### config.mk
export PLATFORM = sky130hd
export DESIGN_NAME = bus6502_master_flat
export DESIGN_NICKNAME = d
export VERILOG_FILES = /design/src/rtl/bus6502_master_pkg.sv /design/src/rtl/bus6502_master_if.sv /design/src/rtl/bus6502_master_phi2_gen.sv /design/src/rtl/bus6502_master.sv /design/src/flat_wrapper.sv
export SDC_FILE = /design/constraint.sdc
export NUM_CORES = 1
export LEC_CHECK = 0
export BUFFER_PORTS_ARGS = -buffer_cell sky130_fd_sc_hd__buf_2
export CORE_MARGIN = 2
export CORE_UTILIZATION = 49
export CTS_BUF_LIST = sky130_fd_sc_hd__clkbuf_4 sky130_fd_sc_hd__clkbuf_8
export CTS_CLUSTER_DIAMETER = 80
export DETAILED_ROUTE_END_ITERATION = 10
export PLACE_DENSITY = 0.78
export SYNTH_ARGS = -nofsm -noshare
export SYNTH_HDL_FRONTEND = slang
export SYNTH_SLANG_ARGS = --single-unit
### constraint.sdc
create_clock -name clk_int50 -period 2.01 [get_ports clk_int50]
set_input_delay 0.603 -clock clk_int50 [delete_from_list [all_inputs] [get_ports clk_int50]]
set_output_delay 0.603 -clock clk_int50 [all_outputs]
set_load 0.02 [all_outputs]
### src/rtl/bus6502_master_pkg.sv
// Shared types and constants for the 6502-style bus initiator.
// Holds the master FSM state encoding and default sizing.
package interface_6502_pkg;

   localparam int DIV_1MHZ = 25;
   localparam int RS_W     = 4;

   typedef enum logic [2:0] {
      IDLE,
      WAIT,
      SETUP,
      ACTIVE,
      HOLD
   } state_e;

endpackage

### src/rtl/bus6502_master_if.sv
// Request/response handshake plus 6502 peripheral bus pins.
// master = bus initiator side, slave = requester/peripheral side.
interface bus6502_if #(
   parameter int RS_W = interface_6502_pkg::RS_W
);
   logic            req_valid;
   logic            req_ready;
   logic            req_write;
   logic [RS_W-1:0] req_addr;
   logic [7:0]      req_wdata;
   logic            rsp_valid;
   logic [7:0]      rsp_rdata;
   logic            busy;
   logic            clk_ext1;
   logic            cs;
   logic [RS_W-1:0] rs;
   logic            wren;
   logic [7:0]      data_out;
   logic            data_oe;
   logic [7:0]      data_in;

   modport master (
      input  req_valid, req_write, req_addr, req_wdata, data_in,
      output req_ready, rsp_valid, rsp_rdata, busy,
      output clk_ext1, cs, rs, wren, data_out, data_oe
   );

   modport slave (
      output req_valid, req_write, req_addr, req_wdata, data_in,
      input  req_ready, rsp_valid, rsp_rdata, busy,
      input  clk_ext1, cs, rs, wren, data_out, data_oe
   );

endinterface

### src/rtl/bus6502_master_phi2_gen.sv
// Free-running phi2 generator: divides the system clock by 2*DIV.
// rise/fall flag the system edge on which clk_ext1 toggles.
module phi2_gen #(
   parameter int DIV = 25
) (
   input  logic clk_int50,
   input  logic rst,
   output logic clk_ext1,
   output logic rise,
   output logic fall
);
   localparam int CW = (DIV > 1) ? $clog2(DIV) : 1;
   localparam logic [CW-1:0] LAST = CW'(DIV - 1);

   logic [CW-1:0] cnt_q, cnt_d;
   logic          clk_q, clk_d;
   logic          wrap;

   always_comb begin
      wrap  = (cnt_q == LAST);
      cnt_d = wrap ? '0 : cnt_q + CW'(1);
      clk_d = clk_q ^ wrap;
   end

   always_ff @(posedge clk_int50 or posedge rst) begin
      if (rst) begin
         cnt_q <= '0;
         clk_q <= 1'b0;
      end else begin
         cnt_q <= cnt_d;
         clk_q <= clk_d;
      end
   end

   assign clk_ext1 = clk_q;
   assign rise     = wrap & ~clk_q;
   assign fall     = wrap & clk_q;

endmodule

### src/rtl/bus6502_master.sv
// 6502-style bus initiator: one request becomes one cs/rs/wren cycle
// aligned to the generated phi2 clock.
module bus6502_master
   import interface_6502_pkg::*;
#(
   parameter int DIV  = DIV_1MHZ,
   parameter int RS_W = interface_6502_pkg::RS_W
) (
   input  logic      clk_int50,
   input  logic      rst,
   bus6502_if.master bus
);
   state_e state_q, state_d;

   logic            rise, fall, accept;
   logic            wr_q, wr_d;
   logic [RS_W-1:0] addr_q, addr_d;
   logic [7:0]      wdata_q, wdata_d;
   logic            cs_q, cs_d;
   logic            wren_q, wren_d;
   logic [RS_W-1:0] rs_q, rs_d;
   logic [7:0]      dout_q, dout_d;
   logic            doe_q, doe_d;
   logic            rspv_q, rspv_d;
   logic [7:0]      rdata_q, rdata_d;

   phi2_gen #(.DIV(DIV)) u_phi2 (
      .clk_int50 (clk_int50),
      .rst       (rst),
      .clk_ext1  (bus.clk_ext1),
      .rise      (rise),
      .fall      (fall)
   );

   assign accept = bus.req_valid && (state_q == IDLE);

   always_ff @(posedge clk_int50 or posedge rst) begin
      if (rst) state_q <= IDLE;
      else     state_q <= state_d;
   end

   always_comb begin
      state_d = state_q;
      unique case (state_q)
         IDLE:    if (accept) state_d = WAIT;
         WAIT:    if (fall)   state_d = SETUP;
         SETUP:   if (rise)   state_d = ACTIVE;
         ACTIVE:  if (fall)   state_d = HOLD;
         HOLD:                state_d = IDLE;
         default:             state_d = IDLE;
      endcase
   end

   always_comb begin
      wr_d    = wr_q;
      addr_d  = addr_q;
      wdata_d = wdata_q;
      cs_d    = cs_q;
      wren_d  = wren_q;
      rs_d    = rs_q;
      dout_d  = dout_q;
      doe_d   = doe_q;
      rspv_d  = 1'b0;
      rdata_d = rdata_q;
      unique case (state_q)
         IDLE: if (accept) begin
            wr_d    = bus.req_write;
            addr_d  = bus.req_addr;
            wdata_d = bus.req_wdata;
         end
         WAIT: if (fall) begin
            cs_d   = 1'b0;
            rs_d   = addr_q;
            wren_d = ~wr_q;
            dout_d = wdata_q;
            doe_d  = wr_q;
         end
         ACTIVE: if (fall) begin
            cs_d = 1'b1;
            if (!wr_q) rdata_d = bus.data_in;
         end
         // cs is already high; release wren/data one cycle later
         HOLD: begin
            wren_d = 1'b1;
            doe_d  = 1'b0;
            rspv_d = 1'b1;
         end
         default: ;
      endcase
   end

   always_ff @(posedge clk_int50 or posedge rst) begin
      if (rst) begin
         wr_q    <= 1'b0;
         addr_q  <= '0;
         wdata_q <= '0;
         cs_q    <= 1'b1;
         wren_q  <= 1'b1;
         rs_q    <= '0;
         dout_q  <= '0;
         doe_q   <= 1'b0;
         rspv_q  <= 1'b0;
         rdata_q <= '0;
      end else begin
         wr_q    <= wr_d;
         addr_q  <= addr_d;
         wdata_q <= wdata_d;
         cs_q    <= cs_d;
         wren_q  <= wren_d;
         rs_q    <= rs_d;
         dout_q  <= dout_d;
         doe_q   <= doe_d;
         rspv_q  <= rspv_d;
         rdata_q <= rdata_d;
      end
   end

   assign bus.req_ready = (state_q == IDLE);
   assign bus.busy      = (state_q != IDLE);
   assign bus.cs        = cs_q;
   assign bus.wren      = wren_q;
   assign bus.rs        = rs_q;
   assign bus.data_out  = dout_q;
   assign bus.data_oe   = doe_q;
   assign bus.rsp_valid = rspv_q;
   assign bus.rsp_rdata = rdata_q;

endmodule

### src/flat_wrapper.sv
// flat-port wrapper written by rule: the top's interface ports become plain ports
module bus6502_master_flat import interface_6502_pkg::*;
#(
   parameter int DIV  = DIV_1MHZ,
   parameter int RS_W = interface_6502_pkg::RS_W
)
  (clk_int50, rst, bus_req_valid, bus_req_write, bus_req_addr, bus_req_wdata, bus_data_in, bus_req_ready, bus_rsp_valid, bus_rsp_rdata, bus_busy, bus_clk_ext1, bus_cs, bus_rs, bus_wren, bus_data_out, bus_data_oe);
  bus6502_if #(.RS_W(RS_W)) bus_i ();
  input  logic clk_int50;
  input  logic rst;
  input wire logic [$bits(bus_i.req_valid)-1:0] bus_req_valid;
  input wire logic [$bits(bus_i.req_write)-1:0] bus_req_write;
  input wire logic [$bits(bus_i.req_addr)-1:0] bus_req_addr;
  input wire logic [$bits(bus_i.req_wdata)-1:0] bus_req_wdata;
  input wire logic [$bits(bus_i.data_in)-1:0] bus_data_in;
  output wire logic [$bits(bus_i.req_ready)-1:0] bus_req_ready;
  output wire logic [$bits(bus_i.rsp_valid)-1:0] bus_rsp_valid;
  output wire logic [$bits(bus_i.rsp_rdata)-1:0] bus_rsp_rdata;
  output wire logic [$bits(bus_i.busy)-1:0] bus_busy;
  output wire logic [$bits(bus_i.clk_ext1)-1:0] bus_clk_ext1;
  output wire logic [$bits(bus_i.cs)-1:0] bus_cs;
  output wire logic [$bits(bus_i.rs)-1:0] bus_rs;
  output wire logic [$bits(bus_i.wren)-1:0] bus_wren;
  output wire logic [$bits(bus_i.data_out)-1:0] bus_data_out;
  output wire logic [$bits(bus_i.data_oe)-1:0] bus_data_oe;
  assign bus_i.req_valid = bus_req_valid;
  assign bus_i.req_write = bus_req_write;
  assign bus_i.req_addr = bus_req_addr;
  assign bus_i.req_wdata = bus_req_wdata;
  assign bus_i.data_in = bus_data_in;
  assign bus_req_ready = bus_i.req_ready;
  assign bus_rsp_valid = bus_i.rsp_valid;
  assign bus_rsp_rdata = bus_i.rsp_rdata;
  assign bus_busy = bus_i.busy;
  assign bus_clk_ext1 = bus_i.clk_ext1;
  assign bus_cs = bus_i.cs;
  assign bus_rs = bus_i.rs;
  assign bus_wren = bus_i.wren;
  assign bus_data_out = bus_i.data_out;
  assign bus_data_oe = bus_i.data_oe;
  bus6502_master #(.DIV(DIV), .RS_W(RS_W)) u_core (.clk_int50(clk_int50), .rst(rst), .bus(bus_i));
endmodule
# Word-level counts from Yosys, hierarchy flattened
# Index checks and enable logic that the tools add are counted.
# word_totals
regBits	46
word_cells	53
input_bits	24
# classes
eq_ne	9
n_reduce_logical	11
bitwise_logic	5
muxes	14
add_sub_neg	1
# ops
operator	count
2-to-1 mux 3 bit	4
one-hot mux 3 bit (4 select lines)	1
!= test 2 x 1 -> 1 bit (second input constant)	4
equality test 3 x 2 -> 1 bit (second input constant)	2
one-hot mux 1 bit (2 select lines)	3
AND reduction 2 bit	3
AND reduction 3 bit	2
adder 5 x 1 -> 5 bit (second input constant)	1
equality test 5 bit (second input constant)	1
2-to-1 mux 1 bit	5
2-to-1 mux 5 bit	1
AND reduction 4 bit	1
nonzero test 2 bit	2
equality test 3 x 1 -> 1 bit (second input constant)	1
equality test 3 bit (second input constant)	1
logical NOT 3 bit	1
nonzero test 3 bit	1
bitwise AND 1 bit	2
inverter 1 bit	2
logical AND 1 bit	1
XOR 1 bit	1

# Logic depth before layout (Yosys ltp)
# depth
word_depth	4
depth_mapped	9

# Hierarchy
# Synthesis repeated with hierarchy kept, for this count alone.
# hier_totals
cells_unflattened	129
hier_area_um2	1901.8
# by_module_without_submodules
module	seq_area_each_um2	cells_each	area_each_um2	n_inst
bus6502_master	1003.5	98	1592.8	1
phi2_gen	150.1	31	309.0	1

# Worst setup path before layout
# OpenSTA, ideal clock, no wires.
# synth_timing
kind	register -> register
from	reg u_core.u_phi2.cnt_q[0]
to	reg u_core.dout_q[0], in the netlist u_core.bus.data_out[0]
setup_time_ns	0.127
path_slack_ns	-0.071
arrival_ns	1.953
path_stages_with_launch	9
period_less_slack_ns	2.081
required_ns	1.883
cell_sequence	dfrtp_1 > inv_1 > ha_1 > and4b_1 > ha_1 > nor4bb_1 > buf_4 > buf_8 > mux2_1
# synth_via
elab_chain_len	3
# synth_rtl
element	line_no	rtl
from (decl)	bus6502_master_phi2_gen.sv:15	logic [CW-1:0] cnt_q, cnt_d;
from (signal assigned)	bus6502_master_phi2_gen.sv:30	cnt_q <= cnt_d;
equality test 5 bit	bus6502_master_phi2_gen.sv:20	wrap = (cnt_q == LAST);
bitwise AND 1 bit	bus6502_master_phi2_gen.sv:37	assign fall = wrap & clk_q;
AND reduction 2 bit (no line)	-	
to (signal assigned)	bus6502_master.sv:111	dout_q <= dout_d;
to (decl)	bus6502_master.sv:22	logic [7:0] dout_q, dout_d;
# Every way passes these cells.
# A chain may end at the register's enable or synchronous reset.

# Worst setup path after layout
# layout_timing
from	reg u_core.u_phi2.cnt_q[1]
to	reg u_core.rdata_q[6], in the netlist u_core.bus.rsp_rdata[6]
# layout_via
elab_chain_len	3
# layout_rtl
element	line_no	rtl
equality test 5 bit	bus6502_master_phi2_gen.sv:20	
bitwise AND 1 bit	bus6502_master_phi2_gen.sv:37	
AND reduction 3 bit (no line)	-	
to (signal assigned)	bus6502_master.sv:114	rdata_q <= rdata_d;
to (decl)	bus6502_master.sv:25	logic [7:0] rdata_q, rdata_d;
# Every way passes these cells.

==> flow_metrics.py <==
metrics = {
    "power_and_ir_drop": {
        "leakage_nw": 1.304,
        "seqPwrFrac_pct": 60.8,
        "power_density_mw_per_mm2": 670.0,
        "p_int_mw": 1.252,
        "p_comb_share_pct": 6.4,
        "clockPowerShare_pct": 32.8,
        "finalPower_mw": 1.607,
        "switching_power_mw": 0.3545,
        "p_sw_share_pct": 22.06,
        "ir_drop_uv": 343.6,
    },
    "synth": {
        "ys_seq_elements": 46,
        "synth_fp_nets": 157,
        "yosysTopAreaCell": "dfrtp_1",
        "synth.avg_cell_area_um2": 15.02,
        "synth_ff_type": "dfrtp_1",
        "synth.distinct_cells": 30,
        "yosysMostFrequentCell": "dfrtp_1",
        "yosysWarnings": 0,
        "synth_commonest_cells": "dfrtp_1, mux2_2, mux2_1, inv_1, mux2_4",
        "syn-cell-area_mm2": 0.001923,
        "postSynthCellCount": 128,
        "async_flop_share_pct": 100.0,
        "synth_top_area_share_pct": 57.25,
        "synth.area.top_cells": "dfrtp_1, mux2_2, mux2_1",
        "synth-seq-area-share_pct": 59.99,
        "synth_edf_count": 0,
    },
    "place": {
        "hpwlAfterDp_um": 2701,
        "portBuffers": 50,
        "dp.cells": 225,
        "gp_congestion": 0.7131,
    },
    "final_layout": {
        "n_antenna_cell": 0,
        "fin_cells": 238,
        "final_nets": 219,
        "drive_gt1_share_pct": 52.63,
        "syn_to_final_growth_pct": 24.72,
    },
    "floorplanning": {
        "dieHeight_um": 66.65,
        "start_util_pct": 51.75,
        "rows": 22,
        "die_w_um": 66.65,
        "num_io_pins": 51,
        "core-area_mm2": 0.003716,
        "dieArea_mm2": 0.004442,
    },
    "timing": {
        "max_freq_ghz": 0.4908,
        "hold_viol": 0,
        "fin_setup_tns_ps": -92.96,
        "rsz0062_at_grt": "true",
        "drv_slew": 0,
        "setup_viol": 8,
        "period_minus_slack_ps": 2037,
        "slew_headroom_pct": 61.76,
        "fin_ws_ps": -27.36,
        "hold_ws_ps": 280.3,
        "fin_skew_ps": 4.098,
        "finalCritPeriodShare_pct": 101.4,
        "worst_pin_slew_ps": 570.0,
    },
    "worst_setup_path": {
        "worstPathMaxFanout": 4,
        "rr_worst_depth": 8,
        "path_cells": "inv_1, ha_2, and4b_2, ha_4, and4b_1, nor2b_4, buf_6, mux2_4",
        "cp-start-kind": "flop",
        "cp.arrival_ps": 2220,
        "crit_path_top_delay_cell": "dfrtp_1",
        "critical-path-top-delay-family": "simple AND/OR/NAND/NOR gates",
        "r2r_setup_slack_ps": -30,
        "worst-path-buf-inv": 2,
        "slowest_delay_ps": 400,
        "critical_path_class": "flop to flop",
        "crit_end": "u_core.bus.rsp_rdata[6]",
        "reg2reg_to": "u_core.bus.rsp_rdata[6]",
        "required_ps": 2200,
        "crit_cells": 8,
        "r2r-start": "u_core.u_phi2.cnt_q[1]",
        "startpoint": "u_core.u_phi2.cnt_q[1]",
        "end_kind": "flop",
    },
    "clock_network": {
        "htreeDepth": 2,
        "clk_pin_slew_ps": 80,
        "clk_path_buf_depth": 2,
        "cts-root-buf": "clkbuf_8",
        "cts_made_buffers": 5,
        "insertion_delay_ps": 300,
        "clock_sinks": 46,
        "cts_tree": "done",
    },
    "outcome": {
        "status": "finished with violations",
        "violations": "setup timing",
    },
    "drt": {
        "drt-total-wl_um": 3814,
        "ant_nets": 0,
        "drtIter0Drc": 57,
        "via_per_inst": 5.105,
        "wire_per_inst_um": 16.03,
        "drcViolationCount": 0,
        "vias": 1215,
        "dr.pass1.iters": 4,
    },
    "worst_hold_path": {
        "hold_path_class": "input port to async pin",
    },
    "grt": {
        "grt_pass1_wl_um": 5878,
        "grt_overflow": 0,
        "grt_pass1_vias": 1217,
        "grtUsageTotal_pct": 18.63,
        "grt_max_degree": 33,
        "antenna_found_initial": 0,
    },
    "run": {
        "maxCapViolations": 0,
    },
}
-- power groups by stage --
stage | sequential (mW) | clock [mW] | combinational, mW
3_5_place_dp | 0.995 | 0 | 0.104
2_1_floorplan | 0.989 | 0 | 0.0634
5_1_grt | 0.981 | 0.585 | 0.115
4_1_cts | 0.977 | 0.543 | 0.104
6_report | 0.977 | 0.527 | 0.103
3_3_place_gp | 0.992 | 0 | 0.0959
-- cell usage in the layout (no fill, tap or decap), drive strengths merged --
master,count
a22o,1
a21o,1
nand2,2
nand3b,2
nor2,6
nor2b,1
o21ai,2
mux2,34
clkbuf,5
nor3,2
a21oi,1
and4b,2
or2,1
inv,7
nor4bb,1
xnor2,1
mux2i,1
dfrtp,44
and2,1
clkinv,3
buf,60
xor2,2
o211a,1
dfstp,2
ha,5
nand3,1
a31oi,1
-- per-layer routing --
layer	track usage (%)	vias to the layer above	routed length, um
li1	-	560	-
met1	21.94	621	1505
met2	31.62	26	2071
met3	4.561	8	164
met4	9.184	0	73
met5	0	-	0
-- what timing repair did --
action,in CTS,in global routing
endpoints found under the setup margin,12,20
gates cloned,0,0
hold buffers,0,0
resized for setup,1,5
setup buffers,3,3
-- logic make-up after synthesis --
family	count (synthesis)	share of synthesized area, %
flops	46	59.99
fa+ha+maj	5	3.253
mux	35	21.99
xor+xnor	3	1.367
buf+inv	13	4.489
compound gates	7	2.473
simple gates	19	6.441
-- stage by stage --
stage               cell area [um2]  util (%)  worst slack, ps
floorplan                      1927         -            14.56
global placement               2251     60.57            46.22
detailed placement             2251     60.57           -85.44
CTS                            2362     63.57            5.607
global route                   2399     64.55           -70.51
finish                         2399     64.55           -27.36
-- worst min-delay path by stage --
stage	from	to	cells past startpoint
after floorplan	u_core.addr_q[3]	u_core.addr_q[3]	1
after global placement	u_core.wdata_q[2]	u_core.wdata_q[2]	1
after detailed placement	u_core.bus.data_out[5]	u_core.bus.data_out[5]	1
after CTS	rst	u_core.bus.rsp_rdata[7]	2
after global routing	rst	u_core.bus.rsp_rdata[7]	2
final	rst	u_core.bus.rsp_rdata[4]	2
-- worst reg2reg max path, cell delays in order, from the launching register on --
cell     delay, ps
dfrtp_1        400
inv_1           70
ha_2           170
and4b_2        270
ha_4           150
and4b_1        220
nor2b_4        190
buf_6          140
mux2_4         300
-- state kept, by name, indices dropped and copies added (netlist names) --
| name | cells |
|---|---|
| u_core.bus.rsp_valid | 1 |
| u_core.bus.rs | 4 |
| u_core.addr_q | 4 |
| u_core.bus.data_oe | 1 |
| u_core.u_phi2.clk_ext1 | 1 |
| u_core.bus.data_out | 8 |
| u_core.u_phi2.cnt_q | 5 |
| u_core.wr_q | 1 |
| u_core.bus.wren | 1 |
| u_core.bus.cs | 1 |
| u_core.wdata_q | 8 |
| u_core.bus.rsp_rdata | 8 |
| u_core.state_q | 3 |
-- cell type report --
class,instances,area (um2)
fill,279,1318
sequential,46,1154
multi-input combinational,69,718.2
timing repair buffer,60,357.8
clock buffer,5,68.82
tap,48,60.06
inverter,8,30.03
clock inverter,2,10.01
Power figures use the tool's default switching activity.
